<file path="config.mk">
export PLATFORM = sky130hd
export DESIGN_NAME = bp_io_cmd_credit_arbiter
export DESIGN_NICKNAME = d
export VERILOG_FILES = /design/src/rtl/bp_io_cmd_credit_arbiter_pkg.sv /design/src/rtl/bp_io_tag_fifo.sv /design/src/rtl/bp_io_cmd_credit_arbiter.sv
export SDC_FILE = /design/constraint.sdc
export NUM_CORES = 1
export LEC_CHECK = 0
export CAP_MARGIN = 30
export CORE_AREA = 2 2 290 292
export CTS_BUF_LIST = sky130_fd_sc_hd__clkbuf_8
export DETAILED_ROUTE_END_ITERATION = 10
export DIE_AREA = 0 0 292 294
export GPL_TIMING_DRIVEN = 0
export HOLD_SLACK_MARGIN = 0.02
export PLACE_DENSITY = 0.3
export SYNTH_ARGS = -nofsm -noshare
export SYNTH_HDL_FRONTEND = slang
export SYNTH_SLANG_ARGS = --single-unit
</file>
<file path="constraint.sdc">
create_clock -name clk_i -period 3.6 [get_ports clk_i]
set_input_delay 0.36 -clock clk_i [delete_from_list [all_inputs] [get_ports clk_i]]
set_output_delay 0.36 -clock clk_i [all_outputs]
set_load 0.005 [all_outputs]
</file>
<file path="src/rtl/bp_io_cmd_credit_arbiter_pkg.sv">
// Shared types and helpers for the I/O command credit arbiter.
//   - bp_params_e / cce_mem_msg_width(): processor config and the CCE memory message width it implies
//   - bsg_width(): bits needed to count 0..x inclusive
//   - bp_io_req_e: requester id, also the value stored in the response tag FIFO
//   - bp_io_arb_state_e: arbiter state
package bp_io_cmd_credit_arbiter_pkg;

    typedef enum logic [0:0] {
        e_bp_default_cfg = 1'b0
    } bp_params_e;

    localparam int unsigned default_paddr_width_lp     = 40;
    localparam int unsigned default_cce_block_width_lp = 64;
    // opcode, size, and other header fields that ride alongside addr/data
    localparam int unsigned default_msg_hdr_width_lp   = 16;

    function automatic int unsigned cce_mem_msg_width(bp_params_e cfg);
        case (cfg)
            e_bp_default_cfg: return default_msg_hdr_width_lp + default_paddr_width_lp
                                     + default_cce_block_width_lp;
            default:          return default_msg_hdr_width_lp + default_paddr_width_lp
                                     + default_cce_block_width_lp;
        endcase
    endfunction

    function automatic int unsigned bsg_width(int unsigned x);
        return $clog2(x + 1);
    endfunction

    typedef enum logic {
        e_io_req_loader = 1'b0,
        e_io_req_host   = 1'b1
    } bp_io_req_e;

    typedef enum logic {
        StIdle,
        StHold
    } bp_io_arb_state_e;

endpackage

</file>
<file path="src/rtl/bp_io_tag_fifo.sv">
// Requester-id FIFO recording which requester issued each outstanding I/O command, so
// in-order responses can be routed back.
// Ports:
//   clk_i, reset_i      clock, asynchronous active-high reset
//   push_i, data_i      enqueue requester id
//   pop_i               dequeue head (ignored when empty)
//   head_o, empty_o     head entry and empty flag
module bp_io_tag_fifo
    import bp_io_cmd_credit_arbiter_pkg::*;
#(
    parameter int unsigned els_p = 2
) (
    input  logic       clk_i,
    input  logic       reset_i,
    input  logic       push_i,
    input  bp_io_req_e data_i,
    input  logic       pop_i,
    output bp_io_req_e head_o,
    output logic       empty_o
);

    localparam int unsigned ptr_width_lp = (els_p > 1) ? $clog2(els_p) : 1;
    localparam int unsigned cnt_width_lp = bsg_width(els_p);

    bp_io_req_e              mem_q [els_p];
    logic [ptr_width_lp-1:0] rd_ptr_q, wr_ptr_q;
    logic [cnt_width_lp-1:0] cnt_q;
    logic                    full, pop_ok, push_ok;

    function automatic logic [ptr_width_lp-1:0] next_ptr(logic [ptr_width_lp-1:0] p);
        return (p == ptr_width_lp'(els_p - 1)) ? '0 : p + ptr_width_lp'(1);
    endfunction

    assign empty_o = (cnt_q == '0);
    assign full    = (cnt_q == cnt_width_lp'(els_p));
    assign pop_ok  = pop_i & ~empty_o;
    // a simultaneous pop frees the slot the push needs
    assign push_ok = push_i & (~full | pop_ok);
    assign head_o  = mem_q[rd_ptr_q];

    always_ff @(posedge clk_i or posedge reset_i) begin
        if (reset_i) begin
            for (int i = 0; i < int'(els_p); i++) begin
                mem_q[i] <= e_io_req_loader;
            end
            rd_ptr_q <= '0;
            wr_ptr_q <= '0;
            cnt_q    <= '0;
        end else begin
            if (push_ok) begin
                mem_q[wr_ptr_q] <= data_i;
                wr_ptr_q        <= next_ptr(wr_ptr_q);
            end
            if (pop_ok) begin
                rd_ptr_q <= next_ptr(rd_ptr_q);
            end
            if (push_ok && !pop_ok) begin
                cnt_q <= cnt_q + cnt_width_lp'(1);
            end else if (pop_ok && !push_ok) begin
                cnt_q <= cnt_q - cnt_width_lp'(1);
            end
        end
    end

endmodule

</file>
<file path="src/rtl/bp_io_cmd_credit_arbiter.sv">
// Shares one CCE I/O command channel between the NBF loader (requester 0) and a host/debug
// source (requester 1). Issue is gated by an outstanding-command credit limit, the grant is
// held until the network accepts, and in-order responses are routed back via a tag FIFO.
// Optional feature macro: BP_IO_CMD_ARB_RR_EN selects round-robin arbitration; otherwise the
// loader has fixed priority.
// Ports:
//   clk_i, reset_i                          clock, asynchronous active-high reset
//   cmdN_i / cmdN_v_i / cmdN_yumi_o         requester command channels (N = 0 loader, 1 host)
//   respN_o / respN_v_o / respN_ready_i     routed responses
//   io_cmd_o / io_cmd_v_o / io_cmd_yumi_i   command to the I/O network
//   io_resp_i / io_resp_v_i / io_resp_ready_o  response from the I/O network
//   credits_empty_o                         nothing outstanding
//   resp_err_o                              sticky: response arrived with nothing outstanding
module bp_io_cmd_credit_arbiter
    import bp_io_cmd_credit_arbiter_pkg::*;
#(
    parameter bp_params_e  bp_params_p          = e_bp_default_cfg,
    parameter int unsigned io_noc_max_credits_p = 2,
    parameter int unsigned max_credits_p        = io_noc_max_credits_p,
    localparam int unsigned cce_mem_msg_width_lp = cce_mem_msg_width(bp_params_p)
) (
    input  logic                            clk_i,
    input  logic                            reset_i,

    input  logic [cce_mem_msg_width_lp-1:0] cmd0_i,
    input  logic                            cmd0_v_i,
    output logic                            cmd0_yumi_o,
    input  logic [cce_mem_msg_width_lp-1:0] cmd1_i,
    input  logic                            cmd1_v_i,
    output logic                            cmd1_yumi_o,

    output logic [cce_mem_msg_width_lp-1:0] resp0_o,
    output logic                            resp0_v_o,
    input  logic                            resp0_ready_i,
    output logic [cce_mem_msg_width_lp-1:0] resp1_o,
    output logic                            resp1_v_o,
    input  logic                            resp1_ready_i,

    output logic [cce_mem_msg_width_lp-1:0] io_cmd_o,
    output logic                            io_cmd_v_o,
    input  logic                            io_cmd_yumi_i,

    input  logic [cce_mem_msg_width_lp-1:0] io_resp_i,
    input  logic                            io_resp_v_i,
    output logic                            io_resp_ready_o,

    output logic                            credits_empty_o,
    output logic                            resp_err_o
);

    localparam int unsigned cnt_width_lp = bsg_width(max_credits_p);

    bp_io_arb_state_e        state_q, state_d;
    bp_io_req_e              grant_q, grant_d;
    bp_io_req_e              idle_grant, grant;
    logic [cnt_width_lp-1:0] count_q, count_d;
    logic                    resp_err_q, resp_err_d;
    logic                    credits_full;
    logic                    fifo_empty, resp_pop;
    bp_io_req_e              head;

    // Arbitration
`ifdef BP_IO_CMD_ARB_RR_EN
    bp_io_req_e rr_ptr_q, rr_ptr_d;

    always_comb begin
        idle_grant = e_io_req_loader;
        if (cmd0_v_i && cmd1_v_i) begin
            idle_grant = rr_ptr_q;
        end else if (cmd1_v_i) begin
            idle_grant = e_io_req_host;
        end
    end

    always_comb begin
        rr_ptr_d = rr_ptr_q;
        if (io_cmd_yumi_i) begin
            rr_ptr_d = (grant == e_io_req_loader) ? e_io_req_host : e_io_req_loader;
        end
    end

    always_ff @(posedge clk_i or posedge reset_i) begin
        if (reset_i) begin
            rr_ptr_q <= e_io_req_loader;
        end else begin
            rr_ptr_q <= rr_ptr_d;
        end
    end
`else
    // fixed priority: the loader always wins, the host may starve
    always_comb begin
        idle_grant = e_io_req_loader;
        if (!cmd0_v_i && cmd1_v_i) begin
            idle_grant = e_io_req_host;
        end
    end
`endif

    assign grant        = (state_q == StHold) ? grant_q : idle_grant;
    // registered count only: a pop in the cycle we sit full does not let us issue until next cycle
    assign credits_full = (count_q == cnt_width_lp'(max_credits_p));

    assign io_cmd_o    = (grant == e_io_req_host) ? cmd1_i : cmd0_i;
    assign io_cmd_v_o  = ((grant == e_io_req_host) ? cmd1_v_i : cmd0_v_i) & ~credits_full;
    assign cmd0_yumi_o = io_cmd_yumi_i & (grant == e_io_req_loader);
    assign cmd1_yumi_o = io_cmd_yumi_i & (grant == e_io_req_host);

    always_comb begin
        state_d = state_q;
        grant_d = grant_q;
        unique case (state_q)
            StIdle: begin
                if (io_cmd_v_o && !io_cmd_yumi_i) begin
                    state_d = StHold;
                    grant_d = grant;
                end
            end
            StHold: begin
                if (io_cmd_yumi_i) begin
                    state_d = StIdle;
                end
            end
            default: state_d = StIdle;
        endcase
    end

    // Response routing
    assign resp0_o         = io_resp_i;
    assign resp1_o         = io_resp_i;
    assign resp0_v_o       = io_resp_v_i & ~fifo_empty & (head == e_io_req_loader);
    assign resp1_v_o       = io_resp_v_i & ~fifo_empty & (head == e_io_req_host);
    // with nothing outstanding, stray responses are swallowed rather than stalling the network
    assign io_resp_ready_o = fifo_empty
                           | ((head == e_io_req_host) ? resp1_ready_i : resp0_ready_i);
    assign resp_pop        = io_resp_v_i & io_resp_ready_o & ~fifo_empty;

    bp_io_tag_fifo #(
        .els_p (max_credits_p)
    ) u_tag_fifo (
        .clk_i   (clk_i),
        .reset_i (reset_i),
        .push_i  (io_cmd_yumi_i),
        .data_i  (grant),
        .pop_i   (resp_pop),
        .head_o  (head),
        .empty_o (fifo_empty)
    );

    // Credit counter
    always_comb begin
        count_d = count_q;
        if (io_cmd_yumi_i && !resp_pop && !credits_full) begin
            count_d = count_q + cnt_width_lp'(1);
        end else if (resp_pop && !io_cmd_yumi_i && (count_q != '0)) begin
            count_d = count_q - cnt_width_lp'(1);
        end
    end

    assign resp_err_d      = resp_err_q | (io_resp_v_i & fifo_empty);
    assign credits_empty_o = (count_q == '0);
    assign resp_err_o      = resp_err_q;

    always_ff @(posedge clk_i or posedge reset_i) begin
        if (reset_i) begin
            state_q    <= StIdle;
            grant_q    <= e_io_req_loader;
            count_q    <= '0;
            resp_err_q <= 1'b0;
        end else begin
            state_q    <= state_d;
            grant_q    <= grant_d;
            count_q    <= count_d;
            resp_err_q <= resp_err_d;
        end
    end

endmodule

</file>
== Word level (Yosys, flattened, before mapping) ==
Index checks and enable logic that the tools add are counted.
Word-level totals
  word-level logic and storage cells: 83
  register bits after elaboration: 11
  output and inout port bits: 368
  input port bits: 368
Cells by class
  multiplexer cells: 20
  add/subtract/negate cells: 6
  bitwise logic cells: 22
  reductions and logical operators: 21
  equal/unequal tests: 2
  $lt $le $gt $ge: 3
Operators by type and width (count)
  120-bit 2-to-1 mux: 1
  1-bit 2-to-1 mux: 12
  1-bit AND: 11
  1-bit logical AND: 9
  2-bit 2-to-1 mux: 4
  1-bit logical NOT: 6
  1-bit inverter: 6
  2-bit nonzero test: 3
  2-bit by 1-bit adder with 2-bit output (second input constant): 2
  2-bit == test (second input constant): 2
  2-bit greater-or-equal comparator (second input constant): 2
  2-bit logical NOT: 2
  1-bit inverter with 2-bit output: 2
  2-bit by 1-bit subtractor with 2-bit output (second input constant): 2
  1-bit OR: 3
  1-bit adder (second input constant): 2
  2-bit bitwise mux: 1
  2-bit by 1-bit < comparator with 1-bit output (second input constant): 1
  1-bit case mux with 2 select lines: 1
  2-bit AND reduction: 1
  1-bit demux with 1-bit select: 1

== Depth between registers and ports, before layout ==
Gate-level depths: netlist of run 1.
  depth in word-level cells: 15
  gate-level depth with buffers: 8
  depth with buffers taken out: 7

== By module ==
From an unflattened synthesis of run 1, not the netlist that was laid out.
Unflattened totals
  cell total of the unflattened synthesis: 441
  area total of the unflattened synthesis: 3912.5 um2
By module, submodules not included
  bp_io_cmd_credit_arbiter: sequential area each 125.1 um2, area each 3611.0 um2, cells each 415, times used 1
  bp_io_tag_fifo: sequential area each 150.1 um2, area each 301.5 um2, cells each 26, times used 1

== Worst setup path before layout of run 1 ==
OpenSTA, ideal clock, no wires.
  path kind: reg-to-reg
  start: register u_tag_fifo.rd_ptr_q
  end: register u_tag_fifo.cnt_q[1]
  arrival: 1.797 ns
  setup slack: 1.723 ns
  path buffers: 0
  stages on the path, launching flop included: 8
  period minus slack after synthesis: 1.877 ns
  setup time: 0.080 ns
  required time: 3.520 ns
  cells stage by stage: dfrtp_1 -> mux2i_2 -> mux2i_1 -> inv_2 -> ha_1 -> xor2_1 -> nor2_1 -> xnor2_1
Between the ends
  cells in the longest elaborated chain, start to end: 14
  elaborated cells between the ends (all ways): 17
  those cells by class: mux (5); bitwise (7); reduce/logical (5)
Ends and longest elaborated chain
  start: declaration: RTL line bp_io_tag_fifo.sv:26  | logic [ptr_width_lp-1:0] rd_ptr_q, wr_ptr_q;
  start signal: assignment: RTL line bp_io_tag_fifo.sv:55  | rd_ptr_q <= next_ptr(rd_ptr_q);
  1-bit inverter with 2-bit output (not written as such) *: RTL line bp_io_tag_fifo.sv:39  | assign head_o = mem_q[rd_ptr_q];
  1-bit 2-to-1 mux (not written as such) * (3 in a row): RTL line bp_io_tag_fifo.sv:39
  1-bit 2-to-1 mux *: RTL line bp_io_cmd_credit_arbiter.sv:134  | | ((head == e_io_req_host) ? resp1_ready_i : resp0_ready_i);
  1-bit OR *: RTL line bp_io_cmd_credit_arbiter.sv:134
  1-bit AND * (2 in a row): RTL line bp_io_cmd_credit_arbiter.sv:135  | assign resp_pop = io_resp_v_i & io_resp_ready_o & ~fifo_empty;
  1-bit AND *: RTL line bp_io_tag_fifo.sv:36  | assign pop_ok = pop_i & ~empty_o;
  1-bit OR: RTL line bp_io_tag_fifo.sv:38  | assign push_ok = push_i & (~full | pop_ok);
  1-bit AND: RTL line bp_io_tag_fifo.sv:38
  1-bit logical NOT: RTL line bp_io_tag_fifo.sv:59  | end else if (pop_ok && !push_ok) begin
  1-bit logical AND: RTL line bp_io_tag_fifo.sv:59
  2-bit nonzero test (no source line)
  end signal: assignment: RTL line bp_io_tag_fifo.sv:58  | cnt_q <= cnt_q + cnt_width_lp'(1);
  end signal: assignment: RTL line bp_io_tag_fifo.sv:60  | cnt_q <= cnt_q - cnt_width_lp'(1);
  end: declaration: RTL line bp_io_tag_fifo.sv:27  | logic [cnt_width_lp-1:0] cnt_q;
Every way passes the cells marked *; elsewhere a longest branch is shown, timed or not. The select of a mux whose other input is x is not followed.
A chain may end at the register's enable or synchronous reset.

== Worst setup path in the final report of run 1 ==
  start: input cmd0_v_i
  end: output io_cmd_o[52]
Between the ends
  cells in the longest elaborated chain, start to end: 5
Ends and longest elaborated chain
  start: declaration: RTL line bp_io_cmd_credit_arbiter.sv:26  | input logic cmd0_v_i,
  1-bit logical NOT: RTL line bp_io_cmd_credit_arbiter.sv:93  | if (!cmd0_v_i && cmd1_v_i) begin
  1-bit logical AND: RTL line bp_io_cmd_credit_arbiter.sv:93
  1-bit 2-to-1 mux: RTL line bp_io_cmd_credit_arbiter.sv:93
  1-bit 2-to-1 mux: RTL line bp_io_cmd_credit_arbiter.sv:99  | assign grant = (state_q == StHold) ? grant_q : idle_grant;
  120-bit 2-to-1 mux: RTL line bp_io_cmd_credit_arbiter.sv:103  | assign io_cmd_o = (grant == e_io_req_host) ? cmd1_i : cmd0_i;
  end: declaration: RTL line bp_io_cmd_credit_arbiter.sv:39  | output logic [cce_mem_msg_width_lp-1:0] io_cmd_o,
Every way passes these cells.

==> results.yml, run 1 <==
power:
  vdd_drop_max_v: 0.000129
  p_sw_frac: 0.329
  sequentialPowerShare: 0.085
  combPwrFrac: 0.871
  clockPowerShare: 0.044
  p_int_uw: 1830
  switchingPower_uw: 898
  p_leak_uw: 0.00440
  power_density_nw_per_um2: 238
clock_network:
  clock_sinks: 11
  cts_buffers: 3
  insertion_delay_ns: 0.24
  htreeDepth: 1
  post-cts-setup-buffer-count: 0
  clkTransAtPathRegs_ns: 0.05
  ctsRootBufferMaster: "clkbuf_8"
  cts_tree: "built"
  cts_buffer_depth: 2
floorplanning:
  start_util: 0.0470
  io_pins: 736
  rows: 106
  die_x_um: 292
  die_h_um: 294
  fp.dieArea_um2: 85800
  coreArea_um2: 82900
final_layout:
  nNetsFinal: 1436
  layout_common_cells: "clkdlybuf4s50_1 (614), buf_4 (240), mux2_2 (121)"
  layout_commonest_cell: "clkdlybuf4s50_1"
  layout.area.seq_um2: 275
  fillers: 9422
  syn_to_final_growth_pct: 194
  multi_input_area_um2: 1730
  final_cell_area_um2: 11400
  drive_above_1_share: 0.357
  final_cells: 2148
timing:
  finalClockSkew_ns: 0.00352
  max_freq_mhz: 303
  setup_violations: 0
  slew_headroom: 0.659
  hold_viol: 0
  layout_setup_ws_ns: 0.300
  final_max_slew_viol_count: 0
  fin_crit_ns: 3.30
  period_share: 0.917
  rsz0062_at_grt: "no"
  worst_pin_slew_ns: 0.497
logic_synthesis:
  synth_area_um2: 3890
  synthMuxAreaShare: 0.369
  synth-seq-area-share: 0.0707
  synth_top_family_by_area: "buffers and inverters"
  synthAdderAreaFrac: 0.00321
  yosysWarnings: 0
  netlist.area_leader.share: 0.463
  synth-simple-area-share: 0.0334
  synthXorXnorAreaFrac: 0.0112
  ys_top_cells_by_area: "buf_4 (46%), mux2_2 (35%), dfrtp_1 (7.1%), buf_2 (1.7%), mux2i_1 (1.3%)"
  syn_nets: 817
  synth_cells: 448
  ys_types: 30
  syn_avg_cell_area_um2: 8.69
  synth_area_leader_cell: "buf_4"
  synth_compound_area_frac: 0.0263
  synth_seq_cells: 11
detailed_routing:
  wire_per_inst_um: 13.6
  viasPerCell: 2.46
  ant_nets: 0
  routed_wl_mm: 29.1
  drcViolationCount: 0
  vias: 5290
  drtIter0Drc: 56
  drt_first_pass_iters: 4
flow_run:
  cap_violations: 0
global_routing:
  grt_start_max_net_pins: 12
  grt_pass1_wl_mm: 37.8
  grt_pass1_vias: 5547
  grt_use_total: 0.0601
  grt_overflow: 0
  antenna_found_initial: 2
placed_design:
  placedCellCount: 2142
  gp_congestion: 0.748
  pre_cts_ws_ns: -0.0739
  dpl_cell_area_um2: 11400
  portBuffers: 614
  place_hpwl_mm: 27.2
setup_path:
  cp_data_required_time_ns: 3.24
  arrival_ns: 2.94
  crit_type: "input pin to output port"
  startpoint_type: "input pin"
  crit_fanout: 10
  cp-end-kind: "output port"
hold_path:
  min_path_type: "register to register"
run_status:
  status: "finished clean"
==> cell families (layout without fill, tap and decap cells) <==
| family | count (synthesis) | after routing |
|---|---|---|
| and+or+nand+nor | 27 | 27 |
| AOI/OAI and AO/OA | 16 | 16 |
| muxes | 128 | 128 |
| other | 0 | 2 |
| buffers and inverters | 260 | 878 |
| adders and majority gates | 1 | 1 |
| xor gates and xnor gates | 5 | 5 |
| DFF | 11 | 11 |
==> area by class of cell <==
class	count	share of cell area
Sequential cell	11	0.0241
Tap cell	1080	0.118
Clock buffer	3	0.00361
Timing Repair Buffer	614	0.537
Clock inverter	1	0.000328
Antenna cell	2	0.000437
Inverter	5	0.00164
Buffer	255	0.164
Multi-Input combinational cell	177	0.151
==> sequential cells by signal, summed over array words and instances (netlist names) <==
name / cells
u_tag_fifo.rd_ptr_q: 1
u_tag_fifo.mem_q: 2
state_q: 1
u_tag_fifo.wr_ptr_q: 1
u_tag_fifo.cnt_q: 2
resp_err_o: 1
count_q: 2
grant_q: 1
==> metal layers <==
metal / track usage / up-vias / share of wire
met2: 0.138 / 427 / 0.61
li1: - / 2490 / -
met3: 0.0248 / 14 / 0.12
met5: 0 / - / 0
met1: 0.0422 / 2359 / 0.26
met4: 0.0124 / 0 / 0.020
==> worst max-delay path: stages <==
cell and delay [ns]:
clkdlybuf4s50_1 0.49, nor2_1 0.15, nand2_1 0.07, nand2_2 0.23
buf_2 0.36, buf_2 0.36, mux2_2 0.44, clkdlybuf4s50_1 0.47
==> through the flow <==
| step | hold slack [ns] | utilization | power (µW) | setup TNS [ns] |
|---|---|---|---|---|
| 2_1_floorplan | 0.212 | - | 1230 | 0 |
| 3_3_place_gp | 0.448 | 0.137 | 2690 | -0.378 |
| 3_5_place_dp | 0.464 | 0.137 | 2660 | -0.258 |
| 4_1_cts | 0.476 | 0.138 | 2800 | 0 |
| 5_1_grt | 0.509 | 0.138 | 2920 | 0 |
| 6_report | 0.463 | 0.138 | 2730 | 0 |
==> power by group through the flow <==
stage | sequential, µW | combinational, µW | clock (µW)
2_1_floorplan | 222 | 1010 | 0
3_3_place_gp | 231 | 2460 | 0
3_5_place_dp | 232 | 2420 | 0
4_1_cts | 231 | 2440 | 127
5_1_grt | 241 | 2550 | 130
6_report | 232 | 2370 | 121
==> final timing paths <==
check	depth (start not counted)	to	slack, ns	from
max in group asynchronous	2	u_tag_fifo.cnt_q[1]	2.82	reset_i
worst min-delay path	1	resp_err_o	0.46	resp_err_o
worst max-delay path	8	io_cmd_o[52]	0.30	cmd0_v_i
worst max register to register	7	u_tag_fifo.cnt_q[1]	1.36	u_tag_fifo.rd_ptr_q
min in group asynchronous	2	count_q[0]	0.47	reset_i
worst min register to register	1	resp_err_o	0.46	resp_err_o
==> cells in the mapped netlist <==
| master | number |
|---|---|
| buf_2 | 13 |
| and2_1 | 1 |
| a21o_1 | 1 |
| buf_4 | 240 |
| mux2i_1 | 5 |
| mux2_2 | 121 |
| mux2i_2 | 1 |
| nand4_1 | 1 |
| o211ai_1 | 4 |
| nand2_1 | 4 |
| nor3b_1 | 1 |
| nor2b_1 | 2 |
| dfrtp_1 | 11 |
| ha_1 | 1 |
| inv_2 | 1 |
| xnor2_1 | 4 |
| nor2_1 | 11 |
| o21ai_1 | 2 |
| inv_1 | 4 |
| nand3_1 | 3 |
| or4b_1 | 1 |
| a211oi_1 | 1 |
| o21ai_0 | 3 |
| clkbuf_1 | 2 |
| nor3_1 | 2 |
| o211ai_2 | 1 |
| xor2_1 | 1 |
| mux2_1 | 1 |
| and3_1 | 1 |
| a21oi_1 | 4 |
==> repair_timing <==
| action | 4_1_cts | 5_1_grt |
|---|---|---|
| setup endpoints to repair | 7 | 0 |
| gates resized for setup | 1 | 0 |
| hold buffers | 0 | 0 |
(Power assumes the default switching activity.)
==> run 2: changes to the inputs <==
GPL_TIMING_DRIVEN = 1   (was 0)
==> run 2 against run 1 <==
Sequential power is 6% higher. Via count down 33%. Clock-buffer cell count stayed put. Clock power increased by 4%. Fmax rose by 8.0%. Core utilization fell by 5.1 points. Hold slack worse by 0.0048 ns. Power is 19% lower. Final area shrank 37%. Non-clock buffer count down 489. Die area is the same. Critical path depth shrank 1. Critical path type unchanged. Largest cell class unchanged.
==> results.yml, run 2 (synthesis results as in run 1) <==
run_status:
  status: "finished clean"
clock_network:
  cts_hold_buffers: 0
  cts_buffer_depth: 2
  clock_sinks: 11
  cts_tree: "built"
  cts_buffers: 3
  cts-resized-gates: 0
  insertion_delay_ns: 0.24
  htreeDepth: 1
  ctsRootBufferMaster: "clkbuf_8"
  clkTransAtPathRegs_ns: 0.06
  post-cts-setup-buffer-count: 0
detailed_routing:
  routed_wl_mm: 22.9
  drt_first_pass_iters: 4
  wire_per_inst_um: 13.8
  viasPerCell: 2.13
  drcViolationCount: 0
  dr_wl_met2_mm: 12.0
  wl_met3_mm: 3.85
  vias: 3526
  ant_nets: 0
  wl_met1_mm: 5.31
  drtIter0Drc: 72
  top_layer: "met5"
timing:
  fin_worst_hold_slack_ns: 0.458
  tns_ns: 0
  rsz0062_at_grt: "no"
  finalClockSkew_ns: 0.00283
  max_freq_mhz: 327
  hold_viol: 0
  setup_violations: 0
  period_share: 0.849
  slew_headroom: 0.683
  fin_crit_ns: 3.06
  worst_pin_slew_ns: 0.463
  final_max_slew_viol_count: 0
global_routing:
  antenna_found_initial: 2
  grt_start_max_net_pins: 61
  grt_overflow: 0
  grt_pass1_vias: 3886
  grt_use_total: 0.0479
  grt_pass1_wl_mm: 28.8
final_layout:
  layout_commonest_cell: "clkdlybuf4s50_1"
  layout.area.seq_um2: 275
  layout_common_cells: "clkdlybuf4s50_1 (375), mux2_2 (121), nor2_1 (11), dfrtp_1 (11), mux2i_1 (5)"
  fillers: 9633
  antennaDiodeCount: 0
  largestRegisters: "count_q: 2 flops, u_tag_fifo.cnt_q: 2 flops, u_tag_fifo.mem_q: 2 flops"
  nNetsFinal: 947
  drive_above_1_share: 0.232
  multi_input_area_um2: 1730
  syn_to_final_growth_pct: 85.9
floorplanning:
  rows: 106
  coreArea_um2: 82900
  fp.dieArea_um2: 85800
  die_x_um: 292
  die_h_um: 294
  start_util: 0.0470
  io_pins: 736
placed_design:
  gp_congestion: 0.782
  portBuffers: 375
  place_hpwl_mm: 20.8
hold_path:
  min_path_type: "register to register"
  min_path_cells: 1
  hold_path_end: "resp_err_o"
  hold_start: "resp_err_o"
setup_path:
  cp_data_required_time_ns: 3.24
  slowest_delay_ns: 0.57
  cp_slowest_cell: "clkdlybuf4s50_1"
  worstPathCellList: "clkdlybuf4s50_1 > nor2_1 > nand2_1 > nand2_4 > buf_12 > mux2_2 > clkdlybuf4s50_1"
  rrSetupSlack_ns: 1.41
  crit_type: "input pin to output port"
  worst-path-buf-inv: 3
  cp_top_family: "buffers and inverters"
  crit_fanout: 60
  r2r_start: "u_tag_fifo.rd_ptr_q"
  arrival_ns: 2.70
  cp_common_cell: "clkdlybuf4s50_1"
  reg2reg_to: "u_tag_fifo.cnt_q[1]"
  cp-end-kind: "output port"
  startpoint_type: "input pin"
  rr_worst_depth: 7
power:
  power_density_nw_per_um2: 305
  p_leak_uw: 0.00228
  vdd_drop_max_v: 0.000116
flow_run:
  cap_violations: 0
==> run 2: area by class of cell <==
cell class	instances	share of cell area
inverters	5	0.00259
multi-input cells	177	0.239
flip-flops and latches	11	0.0380
repair buffers	380	0.527
clock inverters	1	0.000691
clock buffers	3	0.00570
well taps	1080	0.187
==> run 2: routing by layer <==
layer | track usage | up-vias
met1 | 0.0293 | 1468
met2 | 0.0967 | 479
met5 | 0.00454 | -
li1 | - | 1511
met3 | 0.0310 | 66
met4 | 0.0311 | 2
==> run 2: where the power goes <==
group          switching [µW]  internal (µW)  total (µW)
logic                     638           1200        1830
registers                67.6            179         246
clock network            50.1           76.2         126
total                     756           1450        2210
==> run 2: worst reg2reg max path, stage by stage (launching register included) <==
cell	delay, ns
dfrtp_1	0.39
mux2i_2	0.46
mux2i_1	0.50
inv_2	0.15
ha_1	0.24
xor2_1	0.14
nor2_1	0.12
xnor2_1	0.13
==> run 2: how the worst max path moves through the flow <==
stage | cells after the start | start | slack (ns) | to
after CTS | 7 | cmd0_v_i | 0.47 | io_cmd_o[22]
after detailed placement | 7 | cmd0_v_i | 0.47 | io_cmd_o[22]
after global placement | 7 | cmd0_v_i | 0.45 | io_cmd_o[22]
after floorplan | 7 | u_tag_fifo.rd_ptr_q | 1.72 | u_tag_fifo.cnt_q[1]
after global routing | 7 | cmd0_v_i | 0.41 | io_cmd_o[22]
final | 7 | cmd0_v_i | 0.54 | io_cmd_o[22]
==> run 2: stage by stage <==
| step | util | area [µm²] | power, µW | setup slack, ns | cells |
|---|---|---|---|---|---|
| after floorplan | - | 3890 | 1230 | 1.72 | 448 |
| after global placement | 0.0868 | 7200 | 2140 | 0.451 | 1653 |
| after detailed placement | 0.0868 | 7200 | 2110 | 0.473 | 1653 |
| after CTS | 0.0874 | 7240 | 2260 | 0.469 | 1657 |
| after global routing | 0.0874 | 7240 | 2370 | 0.412 | 1657 |
| final | 0.0874 | 7240 | 2210 | 0.543 | 1657 |
==> run 3: changes to the inputs <==
CORE_AREA = 2 2 286 288   (was 2 2 290 292)
DIE_AREA = 0 0 288 290   (was 0 0 292 294)
clock period = 2.7 ns   (was 3.6 ns; I/O delays follow)
==> run 3 against run 2 <==
First-iteration DRC count down 26%. Wire length up 0.53%. Clock skew up 0.0037 ns. Die area down 2.7%. Global-route usage up 0.15 points. Final cell count down 0.36%. Sequential power up 34%. Worst setup slack worse by 0.35 ns. Largest cell class unchanged.
==> results.yml, run 3 (synthesis results as in run 1) <==
clock_network:
  cts_buffers: 3
  htreeDepth: 1
  ctsRootBufferMaster: "clkbuf_8"
  insertion_delay_ns: 0.24
  clock_sinks: 11
  cts_hold_buffers: 0
  post-cts-setup-buffer-count: 0
  cts_tree: "built"
  cts_buffer_depth: 2
  clkTransAtPathRegs_ns: 0.06
  cts-resized-gates: 0
setup_path:
  crit_type: "input pin to output port"
  cp_data_required_time_ns: 2.43
  startpoint_type: "input pin"
  reg2reg_to: "u_tag_fifo.cnt_q[1]"
  rrSetupSlack_ns: 0.58
  arrival_ns: 2.24
  crit_path_end: "io_cmd_o[34]"
  rr_worst_depth: 8
  cp-end-kind: "output port"
  r2r_start: "u_tag_fifo.rd_ptr_q"
  crit_fanout: 13
  crit_start: "cmd0_v_i"
timing:
  setup_violations: 0
  worst_pin_slew_ns: 0.508
  slew_headroom: 0.661
  rsz0062_at_grt: "no"
  period_share: 0.929
  final_max_slew_viol_count: 0
  fin_crit_ns: 2.51
  max_freq_mhz: 399
  finalClockSkew_ns: 0.00653
  hold_viol: 0
  fin_worst_hold_slack_ns: 0.363
floorplanning:
  coreArea_um2: 80200
  fp.dieArea_um2: 83500
  die_h_um: 290
  start_util: 0.0486
  io_pins: 736
  rows: 104
  die_x_um: 288
global_routing:
  grt_pass1_vias: 3791
  grt_pass1_wl_mm: 28.4
  grt_start_max_net_pins: 23
  antenna_found_initial: 3
  grt_use_total: 0.0494
  grt_overflow: 0
detailed_routing:
  wire_per_inst_um: 13.9
  ant_nets: 0
  viasPerCell: 2.13
  drt_first_pass_iters: 4
  vias: 3518
  drtIter0Drc: 53
  routed_wl_mm: 23.0
  drcViolationCount: 0
final_layout:
  drive_above_1_share: 0.255
  largestRegisters: "count_q: 2 flops, u_tag_fifo.cnt_q: 2 flops, u_tag_fifo.mem_q: 2 flops"
  layout_common_cells: "clkdlybuf4s50_1 (369), mux2_2 (121), buf_4 (17)"
  fillers: 9315
  nNetsFinal: 961
  syn_to_final_growth_pct: 89.1
  antennaDiodeCount: 0
  layout_commonest_cell: "clkdlybuf4s50_1"
run_status:
  status: "finished clean"
placed_design:
  place_hpwl_mm: 21.0
  gp_congestion: 0.709
  portBuffers: 375
power:
  vdd_drop_max_v: 0.000134
  power_density_nw_per_um2: 419
  p_leak_uw: 0.00239
  power.total_uw: 3090
hold_path:
  min_path_type: "input pin to async pin"
flow_run:
  cap_violations: 0
[run 3: per-layer routing]
| metal | share of wire | vias up | wire length [µm] | global-route usage |
|---|---|---|---|---|
| li1 | - | 1536 | - | - |
| met1 | 0.25 | 1492 | 5850 | 0.0345 |
| met2 | 0.50 | 425 | 11600 | 0.0953 |
| met3 | 0.19 | 63 | 4460 | 0.0366 |
| met4 | 0.046 | 2 | 1070 | 0.0211 |
| met5 | 0.00048 | - | 11 | 0 |
[run 3: worst min path at each step]
stage	end	slack, ns	cells past startpoint
6_report	u_tag_fifo.cnt_q[0]	0.36	2
3_5_place_dp	resp_err_o	0.44	1
4_1_cts	u_tag_fifo.cnt_q[0]	0.39	2
5_1_grt	u_tag_fifo.cnt_q[0]	0.43	2
3_3_place_gp	resp_err_o	0.44	1
2_1_floorplan	count_q[0]	0.12	1
[run 3: worst max-delay path, stage by stage]
cell,delay [ns]
clkdlybuf4s50_1,0.44
nor2_1,0.11
nand2_1,0.09
nand2_4,0.11
buf_12,0.16
buf_4,0.18
mux2_2,0.39
clkdlybuf4s50_1,0.46
[run 3: cell type report]
cell class	count	area, µm²	share of cell area
clock buffers	3	41.3	0.00561
clock inverters	1	3.75	0.000510
inverters	5	18.8	0.00255
multi-input cells	177	1730	0.235
flip-flops and latches	11	275	0.0374
well taps	1060	1330	0.180
repair buffers	394	3970	0.538
[run 3: stage by stage]
stage | setup TNS, ns | cell area, µm² | std cells | setup WS [ns] | utilization
global route | 0 | 7370 | 1651 | 0.0473 | 0.0919
floorplan | 0 | 3890 | 448 | 0.823 | -
global placement | -0.0562 | 7320 | 1647 | -0.0350 | 0.0913
CTS | 0 | 7360 | 1651 | 0.00349 | 0.0918
detailed placement | 0 | 7320 | 1647 | 0.00658 | 0.0913
finish | 0 | 7370 | 1651 | 0.191 | 0.0919
[run 3: report_power, final]
part | leakage, µW | switching [µW] | internal (µW) | total (µW)
combinational | 0.00223 | 892 | 1700 | 2590
sequential | 0.000130 | 91.9 | 238 | 330
clock | 0.0000269 | 68.4 | 100 | 169
